<file path="config.mk">
export PLATFORM = sky130hd
export DESIGN_NAME = fadd_acc_stage_flat
export DESIGN_NICKNAME = d
export VERILOG_FILES = /design/src/rtl/fadd_acc_stage_if.sv /design/src/rtl/fadd_acc_stage.sv /design/src/flat_wrapper.sv
export SDC_FILE = /design/constraint.sdc
export NUM_CORES = 1
export LEC_CHECK = 0
export CELL_PAD_IN_SITES_DETAIL_PLACEMENT = 2
export CELL_PAD_IN_SITES_GLOBAL_PLACEMENT = 2
export CORE_MARGIN = 3
export CORE_UTILIZATION = 40
export DETAILED_ROUTE_END_ITERATION = 16
export GPL_ROUTABILITY_DRIVEN = 0
export HOLD_SLACK_MARGIN = 0.15
export PLACE_DENSITY = 0.79
export SLEW_MARGIN = 20
export SYNTH_ARGS = -nofsm -noshare
export SYNTH_HDL_FRONTEND = slang
export SYNTH_SLANG_ARGS = --single-unit
</file>
<file path="constraint.sdc">
create_clock -name clk -period 15.5 [get_ports clk]
set_input_delay 1.55 -clock clk [delete_from_list [all_inputs] [get_ports clk]]
set_output_delay 1.55 -clock clk [all_outputs]
set_load 0.01 [all_outputs]
</file>
<file path="src/rtl/fadd_acc_stage_if.sv">
// Operand/result bus of the FP32 accumulate stage.
// master = product source and sum sink, slave = the accumulator.
interface fadd_acc_stage_if;
  logic [31:0] input_add;
  logic        input_add_stb;
  logic        s_input_add_ack;
  logic [31:0] z;
  logic        s_output_z_stb;

  modport master (
    output input_add, input_add_stb,
    input  s_input_add_ack, z, s_output_z_stb
  );

  modport slave (
    input  input_add, input_add_stb,
    output s_input_add_ack, z, s_output_z_stb
  );
endinterface

</file>
<file path="src/rtl/fadd_acc_stage.sv">
// FP32 running accumulator: z = acc + input_add, fixed 6-cycle latency.
// A one-deep skid register holds the next operand while the datapath is busy.
module fadd_acc_stage #(
  parameter logic [31:0] ACC_INIT = 32'h0000_0000,
  parameter int unsigned LATENCY  = 6
) (
  input  logic            clk,
  input  logic            rst,
  fadd_acc_stage_if.slave bus,
  input  logic            acc_clr,
  output logic            ovf,
  output logic [2:0]      state
);
  localparam int unsigned SIG_W = 24;          // mantissa with hidden bit
  localparam int unsigned EXT_W = SIG_W + 3;   // plus guard, round, sticky
  localparam int unsigned SUM_W = EXT_W + 1;   // plus carry-out
  localparam int unsigned EN_W  = 10;          // signed working exponent
  localparam logic [31:0] QNAN  = 32'hFFC0_0000;

  // put_z encoding equals the fixed operand-to-result latency
  typedef enum logic [2:0] {
    S_GET = 3'd0, S_UNPACK = 3'd1, S_ALIGN = 3'd2, S_ADD = 3'd3,
    S_NORM = 3'd4, S_ROUND = 3'd5, S_PUT_Z = 3'(LATENCY)
  } state_t;

  state_t st_q, st_d;
  logic        stb_q, stb_d, ack_q, ovf_q, skip_wr_q;
  logic        skid_full_q, skid_full_d, take, cap, drop;
  logic [31:0] skid_q, op_q, acc_q, z_q;

  logic              a_zero, a_inf, a_nan, b_zero, b_inf, b_nan;
  logic              spc_d, spc_q;
  logic [31:0]       spc_val_d, spc_val_q;
  logic              ua_s, ub_s;
  logic [7:0]        ua_e, ub_e;
  logic [SIG_W-1:0]  ua_m, ub_m;

  logic                 a_big, s_l, s_s;
  logic [7:0]           e_l, e_s, d;
  logic [SIG_W-1:0]     m_l, m_s;
  logic [2*EXT_W-1:0]   ext;
  logic [EXT_W-1:0]     ms_d, al_ml, al_ms;
  logic                 al_s, al_sub;
  logic [7:0]           al_e;

  logic [SUM_W-1:0]     sum_d, ad_sum;
  logic                 ad_s;
  logic [7:0]           ad_e;

  logic [4:0]             lzc;
  logic signed [EN_W-1:0] exp_ext, ne_d, ne_q, er;
  logic [EXT_W-1:0]       nm_d, nm_q;
  logic                   n_s, n_zero;

  logic             rup;
  logic [SIG_W:0]   mr;
  logic [22:0]      frac;
  logic [31:0]      res_d;

  // FSM state register
  always_ff @(posedge clk or negedge rst) begin
    if (!rst) st_q <= S_GET;
    else      st_q <= st_d;
  end

  always_comb begin
    st_d  = st_q;
    stb_d = 1'b0;
    case (st_q)
      S_GET:    if (skid_full_q) st_d = S_UNPACK;
      S_UNPACK: st_d = S_ALIGN;
      S_ALIGN:  st_d = S_ADD;
      S_ADD:    st_d = S_NORM;
      S_NORM:   st_d = S_ROUND;
      S_ROUND:  begin st_d = S_PUT_Z; stb_d = 1'b1; end
      S_PUT_Z:  st_d = S_GET;
      default:  st_d = S_GET;
    endcase
  end

  // a slot freed by get this edge can be refilled on the same edge
  assign take        = (st_q == S_GET) && skid_full_q;
  assign cap         = bus.input_add_stb && (!skid_full_q || take);
  assign drop        = bus.input_add_stb && !cap;
  assign skid_full_d = cap || (skid_full_q && !take);

  always_ff @(posedge clk or negedge rst) begin
    if (!rst) begin
      skid_full_q <= 1'b0;
      skid_q      <= '0;
      ack_q       <= 1'b1;
      ovf_q       <= 1'b0;
    end else begin
      skid_full_q <= skid_full_d;
      ack_q       <= !skid_full_d;
      ovf_q       <= drop || (ovf_q && !acc_clr);
      if (cap) skid_q <= bus.input_add;
    end
  end

  assign a_zero = (op_q[30:23] == 8'h00);
  assign a_inf  = (op_q[30:23] == 8'hFF) && (op_q[22:0] == 23'h0);
  assign a_nan  = (op_q[30:23] == 8'hFF) && (op_q[22:0] != 23'h0);
  assign b_zero = (acc_q[30:23] == 8'h00);
  assign b_inf  = (acc_q[30:23] == 8'hFF) && (acc_q[22:0] == 23'h0);
  assign b_nan  = (acc_q[30:23] == 8'hFF) && (acc_q[22:0] != 23'h0);

  // special operands resolve here and ride alongside the datapath
  always_comb begin
    spc_d     = 1'b1;
    spc_val_d = '0;
    if (a_nan || b_nan)                               spc_val_d = QNAN;
    else if (a_inf && b_inf && (op_q[31] != acc_q[31])) spc_val_d = QNAN;
    else if (a_inf)                                   spc_val_d = op_q;
    else if (b_inf)                                   spc_val_d = acc_q;
    else if (a_zero && b_zero) spc_val_d = {op_q[31] & acc_q[31], 31'h0};
    else if (a_zero)                                  spc_val_d = acc_q;
    else if (b_zero)                                  spc_val_d = op_q;
    else                                              spc_d = 1'b0;
  end

  // align: larger magnitude first, smaller shifted right with sticky
  always_comb begin
    a_big = {ua_e, ua_m} >= {ub_e, ub_m};
    s_l   = a_big ? ua_s : ub_s;
    s_s   = a_big ? ub_s : ua_s;
    e_l   = a_big ? ua_e : ub_e;
    e_s   = a_big ? ub_e : ua_e;
    m_l   = a_big ? ua_m : ub_m;
    m_s   = a_big ? ub_m : ua_m;
    d     = e_l - e_s;
    ext   = {m_s, 3'b000, EXT_W'(0)} >> d;
    if (d >= 8'(EXT_W)) ms_d = EXT_W'(1);
    else ms_d = {ext[2*EXT_W-1:EXT_W+1], ext[EXT_W] | (|ext[EXT_W-1:0])};
  end

  assign sum_d = al_sub ? ({1'b0, al_ml} - {1'b0, al_ms})
                        : ({1'b0, al_ml} + {1'b0, al_ms});

  always_comb begin
    lzc = 5'd0;
    for (int i = 0; i < int'(EXT_W); i++)
      if (ad_sum[i]) lzc = 5'(int'(EXT_W) - 1 - i);
    exp_ext = $signed({2'b00, ad_e});
    if (ad_sum[SUM_W-1]) begin
      nm_d = {ad_sum[SUM_W-1:2], ad_sum[1] | ad_sum[0]};
      ne_d = exp_ext + 10'sd1;
    end else begin
      nm_d = ad_sum[EXT_W-1:0] << lzc;
      ne_d = exp_ext - $signed({5'b00000, lzc});
    end
  end

  // round to nearest even, then saturate to inf or flush to zero
  always_comb begin
    rup  = nm_q[2] & (nm_q[1] | nm_q[0] | nm_q[3]);
    mr   = {1'b0, nm_q[EXT_W-1:3]} + 25'(rup);
    frac = mr[SIG_W] ? mr[SIG_W-1:1] : mr[SIG_W-2:0];
    er   = mr[SIG_W] ? ne_q + 10'sd1 : ne_q;
    res_d = {n_s, er[7:0], frac};
    if (spc_q)              res_d = spc_val_q;
    else if (n_zero)        res_d = 32'h0000_0000;
    else if (er >= 10'sd255) res_d = {n_s, 8'hFF, 23'h0};
    else if (er <= 10'sd0)   res_d = {n_s, 31'h0};
  end

  always_ff @(posedge clk or negedge rst) begin
    if (!rst) begin
      op_q <= '0; acc_q <= ACC_INIT; z_q <= '0; stb_q <= 1'b0; skip_wr_q <= 1'b0;
      spc_q <= 1'b0; spc_val_q <= '0;
      ua_s <= 1'b0; ub_s <= 1'b0; ua_e <= '0; ub_e <= '0; ua_m <= '0; ub_m <= '0;
      al_s <= 1'b0; al_sub <= 1'b0; al_e <= '0; al_ml <= '0; al_ms <= '0;
      ad_sum <= '0; ad_s <= 1'b0; ad_e <= '0;
      nm_q <= '0; ne_q <= '0; n_s <= 1'b0; n_zero <= 1'b0;
    end else begin
      stb_q <= stb_d;
      if (take) begin
        op_q      <= skid_q;
        skip_wr_q <= 1'b0;
      end else if (acc_clr && (st_q != S_GET)) begin
        skip_wr_q <= 1'b1;
      end
      // a clear always wins; an operation that saw a clear mid-flight never writes back
      if (acc_clr) acc_q <= ACC_INIT;
      else if ((st_q == S_PUT_Z) && !skip_wr_q) acc_q <= z_q;
      if (st_q == S_UNPACK) begin
        spc_q <= spc_d; spc_val_q <= spc_val_d;
        ua_s <= op_q[31];  ua_e <= op_q[30:23];  ua_m <= {1'b1, op_q[22:0]};
        ub_s <= acc_q[31]; ub_e <= acc_q[30:23]; ub_m <= {1'b1, acc_q[22:0]};
      end
      if (st_q == S_ALIGN) begin
        al_s <= s_l; al_sub <= (s_l != s_s); al_e <= e_l;
        al_ml <= {m_l, 3'b000}; al_ms <= ms_d;
      end
      if (st_q == S_ADD) begin
        ad_sum <= sum_d; ad_s <= al_s; ad_e <= al_e;
      end
      if (st_q == S_NORM) begin
        nm_q <= nm_d; ne_q <= ne_d; n_s <= ad_s; n_zero <= (ad_sum == '0);
      end
      if (st_q == S_ROUND) z_q <= res_d;
    end
  end

  assign bus.s_input_add_ack = ack_q;
  assign bus.z               = z_q;
  assign bus.s_output_z_stb  = stb_q;
  assign ovf                 = ovf_q;
  assign state               = st_q;
endmodule

</file>
<file path="src/flat_wrapper.sv">
// flat-port wrapper written by rule: the top's interface ports become plain ports
module fadd_acc_stage_flat 
#(
  parameter logic [31:0] ACC_INIT = 32'h0000_0000,
  parameter int unsigned LATENCY  = 6
)
  (clk, rst, acc_clr, ovf, state, bus_input_add, bus_input_add_stb, bus_s_input_add_ack, bus_z, bus_s_output_z_stb);
  fadd_acc_stage_if bus_i ();
  input  logic clk;
  input  logic rst;
  input  logic acc_clr;
  output logic ovf;
  output logic [2:0] state;
  input wire logic [$bits(bus_i.input_add)-1:0] bus_input_add;
  input wire logic [$bits(bus_i.input_add_stb)-1:0] bus_input_add_stb;
  output wire logic [$bits(bus_i.s_input_add_ack)-1:0] bus_s_input_add_ack;
  output wire logic [$bits(bus_i.z)-1:0] bus_z;
  output wire logic [$bits(bus_i.s_output_z_stb)-1:0] bus_s_output_z_stb;
  assign bus_i.input_add = bus_input_add;
  assign bus_i.input_add_stb = bus_input_add_stb;
  assign bus_s_input_add_ack = bus_i.s_input_add_ack;
  assign bus_z = bus_i.z;
  assign bus_s_output_z_stb = bus_i.s_output_z_stb;
  fadd_acc_stage #(.ACC_INIT(ACC_INIT), .LATENCY(LATENCY)) u_core (.clk(clk), .rst(rst), .bus(bus_i), .acc_clr(acc_clr), .ovf(ovf), .state(state));
endmodule
</file>
==> results.txt <==
----------------------------------------------------
[Outcome]
  Run status ... finished, final reports clean

[Synth]
  Predominant post-synthesis flop cell ... sky130_fd_sc_hd__dfrtp_1
  Fraction of post-synthesis cell area in the top cell type by area ... 0.399
  Count of flip-flops with a built-in enable after synthesis ... 0
  Share of synthesized area occupied by flip-flops and latches ... 0.400
  Xor-xnor portion of the synthesized cell area ... 0.0249
  Total of warnings raised by yosys ... 0
  Async set or reset register ratio after synthesis ... 1.00
  Cell count after synthesis ... between 2000 and 3000
  Dominant combinational cell family by area after synthesis ... compound AO/OA/AOI/OAI gates
  Post-Synth Simple-Gate Area ... 0.182
  Number of library cell types mapped by synthesis ... 93
  Total of flip-flops plus latches after synthesis ... about 370
  Average cell area after synthesis ... roughly 8.7 sq um
  Share of the synthesized area in compound gates (AO/OA/AOI/OAI) ... 0.187
  Synth top area cells ... sky130_fd_sc_hd__dfrtp_1 40%, sky130_fd_sc_hd__nand2_1 7.6%, sky130_fd_sc_hd__ha_1 4.9%, sky130_fd_sc_hd__mux2_2 4.3%, sky130_fd_sc_hd__mux2i_1 4.3%
  Mapped Nets ... 2793
  Post-synthesis share of cell area spent on full adders, half adders and majority gates ... 0.0503
  Cell Area, Synth ... 23200 sq um
  Leading area contributor after synthesis ... sky130_fd_sc_hd__dfrtp_1
  Mux contribution to synthesized area ... 0.108

[STA]
  Setup TNS Final ... 0 ns
  Tcrit/Tclk final ... 0.425
  Final Setup Violations ... 0
  Max Freq ... around 150 MHz
  Unrepaired setup endpoints after global routing ... no
  Final critical delay including setup and external delays ... between 6 and 7 ns
  Relative max-transition margin ... 0.238
  Total count of max-transition violations in the final report ... 0
  Worst clock skew ... 0.0536 ns
  Slew @ Worst Pin ... 1.14 ns
  Number of hold violations in the final report ... 0

[CTS]
  Number of levels in the clock H-tree ... 2
  Count of hold-fix buffers inserted at cts ... 0
  Clock buffers created by TritonCTS ... 44
  Post-CTS clock slew at the launch and capture registers of the worst setup and hold paths ... about 0.06 ns
  Clock tree from TritonCTS ... built
  Insertion delay to the later sink of the worst-skew pair ... ~0.62 ns
  Setup Buffers After CTS ... 0
  Number of instances resized during post-cts repair ... 0
  Number of clock sinks ... ~370
  Buffer type at the clock tree root ... sky130_fd_sc_hd__clkbuf_16
  Maximum root-to-sink buffer count ... 3

[Worst setup path]
  Crit Path Category ... reg2reg
  Worst flop-to-flop path startpoint ... u_core.ub_e[2]
  Delay-heaviest family, CP ... compound AO/OA/AOI/OAI gates
  Setup slack of the most critical reg-to-reg path ... 8.91 ns
  Critical-path cell with the highest stage delay ... sky130_fd_sc_hd__ha_1
  Biggest fanout along the worst timing path ... 27
  Cell-by-cell listing of the critical path ... inv_1, ha_1, nand4_1, nor4_2, o221ai_2, a31o_1, a211oi_2, a21oi_1, ha_1, inv_2, mux2_2, mux4_2, mux2i_1, a41oi_1, a211oi_1, or4b_1, o221ai_1, o41ai_1
  Number of cells on the worst reg-to-reg path ... 18
  CP Launch Point ... u_core.ub_e[2]
  Kind of start point of the critical path ... flop
  Kind of capture point of the worst setup path ... flop
  Critical Path Max Stage Delay ... 0.99 ns
  Dominant cell type by count on the critical path ... sky130_fd_sc_hd__ha_1
  Terminus of the critical flop-to-flop path ... u_core.al_ms[0]
  Data required time of the critical path ... about 16 ns
  Data arrival time of the critical path ... between 7 and 8 ns
  Sum of buffers and inverters on the critical path ... 2

[Worst hold path]
  Classification of the worst-slack hold path ... reg2reg
  Hold Crit Endpoint ... u_core.n_s
  Count of cells along the worst hold path ... 2
  Hold Path Origin ... u_core.ad_s

[Routing]
  Post-route DRC ... 0
  Avg WL per Cell ... between 20 and 30 um
  Initial DRC count ... between 1500 and 2000
  DR vias/cell ... between 6 and 7
  Remaining number of nets flagged by the antenna check after routing ... 0
  Pre-antenna DRT Iters ... 6
  Overall routed net length ... between 90 and 100 mm
  Overall via count from detail_route ... around 21000

[Cells and area]
  Final nets ... between 2000 and 3000
  Number of standard cells in the layout, taps in and fillers out ... around 3400
  Area overhead of the layout relative to synthesis ... 12.2%
  Combined area of the multi-input logic cells ... roughly 13000 sq um
  Register Area ... 9290 sq um
  Share of cells above drive strength 1 ... 0.102
  Filler cell count in the final layout ... around 6100

[Floorplanning]
  Starting Density ... 0.408
  Die Outline Area ... ~61000 sq um
  Row count ... 87
  Chip height ... about 250 um
  Core footprint ... ~57000 sq um
  I/O pin count ... 74
  Die outline width ... 247 um

[GRT]
  First-pass GRT wire length ... approximately 140 mm
  Vias in the first global route ... 22900
  GR Util All Layers ... 0.308
  Pin count of the biggest net entering global routing ... 98
  Total gr overflow ... 0
  Antenna violations before repair ... 2

[Place]
  # placed instances ... 3351
  Final HPWL DP ... 68.0 mm
  # port buffers ... 73

[Flow run]
  MaxCap Viol Count ... 0

----------------------------------------------------
==> through the flow <==
stage	hold WS [ns]	instance area, sq um	utilization	worst slack (ns)
after floorplan	0.433	23200	-	9.65
after global placement	0.449	24500	0.431	9.38
after detailed placement	0.471	24500	0.431	9.08
after CTS	0.485	26000	0.457	8.98
after global routing	0.500	26000	0.457	8.58
final	0.482	26000	0.457	8.91
==> routing by layer <==
layer | part of all wire | GRT usage
met5 | 0 | 0
met3 | 0.053 | 0.0416
met2 | 0.48 | 0.516
met4 | 0.035 | 0.105
met1 | 0.43 | 0.409
==> worst reg2reg max path: cells and delay by family (launching register included) <==
kind                     cells  cell delay (ns)
AO/OA/AOI/OAI                8             1.55
flip-flops                   1             0.36
multiplexers                 3             1.14
adder cells (fa/ha/maj)      2             1.50
buffers and inverters        2             0.62
AND/OR/NAND/NOR              3             1.21
==> synth_stat cells (8+ instances only) <==
| master | instances |
|---|---|
| sky130_fd_sc_hd__o21ai_0 | 174 |
| sky130_fd_sc_hd__nand2b_1 | 23 |
| sky130_fd_sc_hd__or4_1 | 8 |
| sky130_fd_sc_hd__nor4_1 | 25 |
| sky130_fd_sc_hd__a31oi_1 | 58 |
| sky130_fd_sc_hd__buf_1 | 19 |
| sky130_fd_sc_hd__or3_1 | 11 |
| sky130_fd_sc_hd__ha_1 | 90 |
| sky130_fd_sc_hd__buf_2 | 14 |
| sky130_fd_sc_hd__xor2_1 | 29 |
| sky130_fd_sc_hd__nor2b_1 | 15 |
| sky130_fd_sc_hd__nand3_1 | 43 |
| sky130_fd_sc_hd__clkbuf_1 | 136 |
| sky130_fd_sc_hd__o21bai_1 | 12 |
| sky130_fd_sc_hd__a22o_1 | 9 |
| sky130_fd_sc_hd__o22ai_1 | 19 |
| sky130_fd_sc_hd__a211oi_1 | 15 |
| sky130_fd_sc_hd__a22oi_1 | 38 |
| sky130_fd_sc_hd__a21o_1 | 14 |
| sky130_fd_sc_hd__and3_1 | 17 |
| sky130_fd_sc_hd__mux4_2 | 22 |
| sky130_fd_sc_hd__o31ai_1 | 14 |
| sky130_fd_sc_hd__and2_1 | 15 |
| sky130_fd_sc_hd__a21oi_1 | 193 |
| sky130_fd_sc_hd__a221oi_1 | 41 |
| sky130_fd_sc_hd__nand4_1 | 18 |
| sky130_fd_sc_hd__xnor2_1 | 35 |
| sky130_fd_sc_hd__nor2_1 | 225 |
| sky130_fd_sc_hd__nand2_1 | 471 |
| sky130_fd_sc_hd__inv_1 | 105 |
| sky130_fd_sc_hd__nor3_1 | 48 |
| sky130_fd_sc_hd__dfrtp_1 | 370 |
| sky130_fd_sc_hd__o21a_1 | 10 |
| sky130_fd_sc_hd__or2_2 | 8 |
| sky130_fd_sc_hd__mux2i_1 | 100 |
| sky130_fd_sc_hd__o211ai_1 | 9 |
| sky130_fd_sc_hd__mux2_2 | 89 |
==> flip-flops by register name, indices dropped and copies added, names as in the netlist, 10 cells and up <==
| name | count |
|---|---|
| u_core.spc_val_q | 32 |
| u_core.ad_sum | 28 |
| u_core.ua_m | 23 |
| u_core.al_ml | 24 |
| u_core.al_ms | 27 |
| u_core.skid_q | 32 |
| u_core.op_q | 32 |
| u_core.acc_q | 32 |
| u_core.ub_m | 24 |
| u_core.ne_q | 10 |
| u_core.bus.z | 32 |
| u_core.nm_q | 27 |
==> cell type report <==
class,instances,share of cell area
multi-input cells,2009,0.496
flip-flops and latches,371,0.357
clock buffers,65,0.0495
repair buffers,107,0.0380
well taps,756,0.0363
inverters,108,0.0156
clock inverters,16,0.00798
diodes,1,0.0000961
==> worst max path at each step <==
| stage | to | depth (start not counted) | slack [ns] |
|---|---|---|---|
| after global placement | u_core.al_ms[0] | 17 | 9.38 |
| final | u_core.al_ms[0] | 18 | 8.91 |
| after global routing | u_core.al_ms[0] | 18 | 8.58 |
| after floorplan | u_core.al_ms[0] | 24 | 9.65 |
| after CTS | u_core.al_ms[0] | 18 | 8.98 |
| after detailed placement | u_core.al_ms[0] | 18 | 9.08 |
==> cell families (layout without fill, tap and decap cells) <==
group | Yosys count | after routing
mux | 211 | 211
compound gates | 684 | 684
flops | 371 | 371
xor+xnor | 65 | 65
other cells | 0 | 1
simple gates | 957 | 957
buf+inv | 285 | 296
fa+ha+maj | 92 | 92
==> cell usage in the layout (no fill, tap or decap), types with 11 or more instances in the layout <==
master and instances:
sky130_fd_sc_hd__ha_1 89, sky130_fd_sc_hd__a21o_1 14, sky130_fd_sc_hd__a211oi_1 14, sky130_fd_sc_hd__o21bai_1 12, sky130_fd_sc_hd__nor2b_1 15, sky130_fd_sc_hd__o22ai_1 19
sky130_fd_sc_hd__mux4_2 22, sky130_fd_sc_hd__clkbuf_8 11, sky130_fd_sc_hd__nand2b_1 23, sky130_fd_sc_hd__a21oi_1 191, sky130_fd_sc_hd__inv_1 105, sky130_fd_sc_hd__xnor2_1 33
sky130_fd_sc_hd__a31oi_1 58, sky130_fd_sc_hd__a22oi_1 38, sky130_fd_sc_hd__dfrtp_1 370, sky130_fd_sc_hd__xor2_1 29, sky130_fd_sc_hd__and2_1 14, sky130_fd_sc_hd__o21ai_0 174
sky130_fd_sc_hd__or3_1 11, sky130_fd_sc_hd__nor4_1 25, sky130_fd_sc_hd__and3_1 17, sky130_fd_sc_hd__mux2_2 89, sky130_fd_sc_hd__nor3_1 47, sky130_fd_sc_hd__mux2i_1 100
sky130_fd_sc_hd__nand3_1 42, sky130_fd_sc_hd__clkbuf_16 44, sky130_fd_sc_hd__a221oi_1 41, sky130_fd_sc_hd__buf_4 33, sky130_fd_sc_hd__clkdlybuf4s50_1 71, sky130_fd_sc_hd__nand4_1 18
sky130_fd_sc_hd__nor2_1 223, sky130_fd_sc_hd__nand2_1 470, sky130_fd_sc_hd__o31ai_1 13
Power is left out: the tool's default activity adds up to more than one toggle a clock period on the data nets, which glitch-free logic cannot reach.
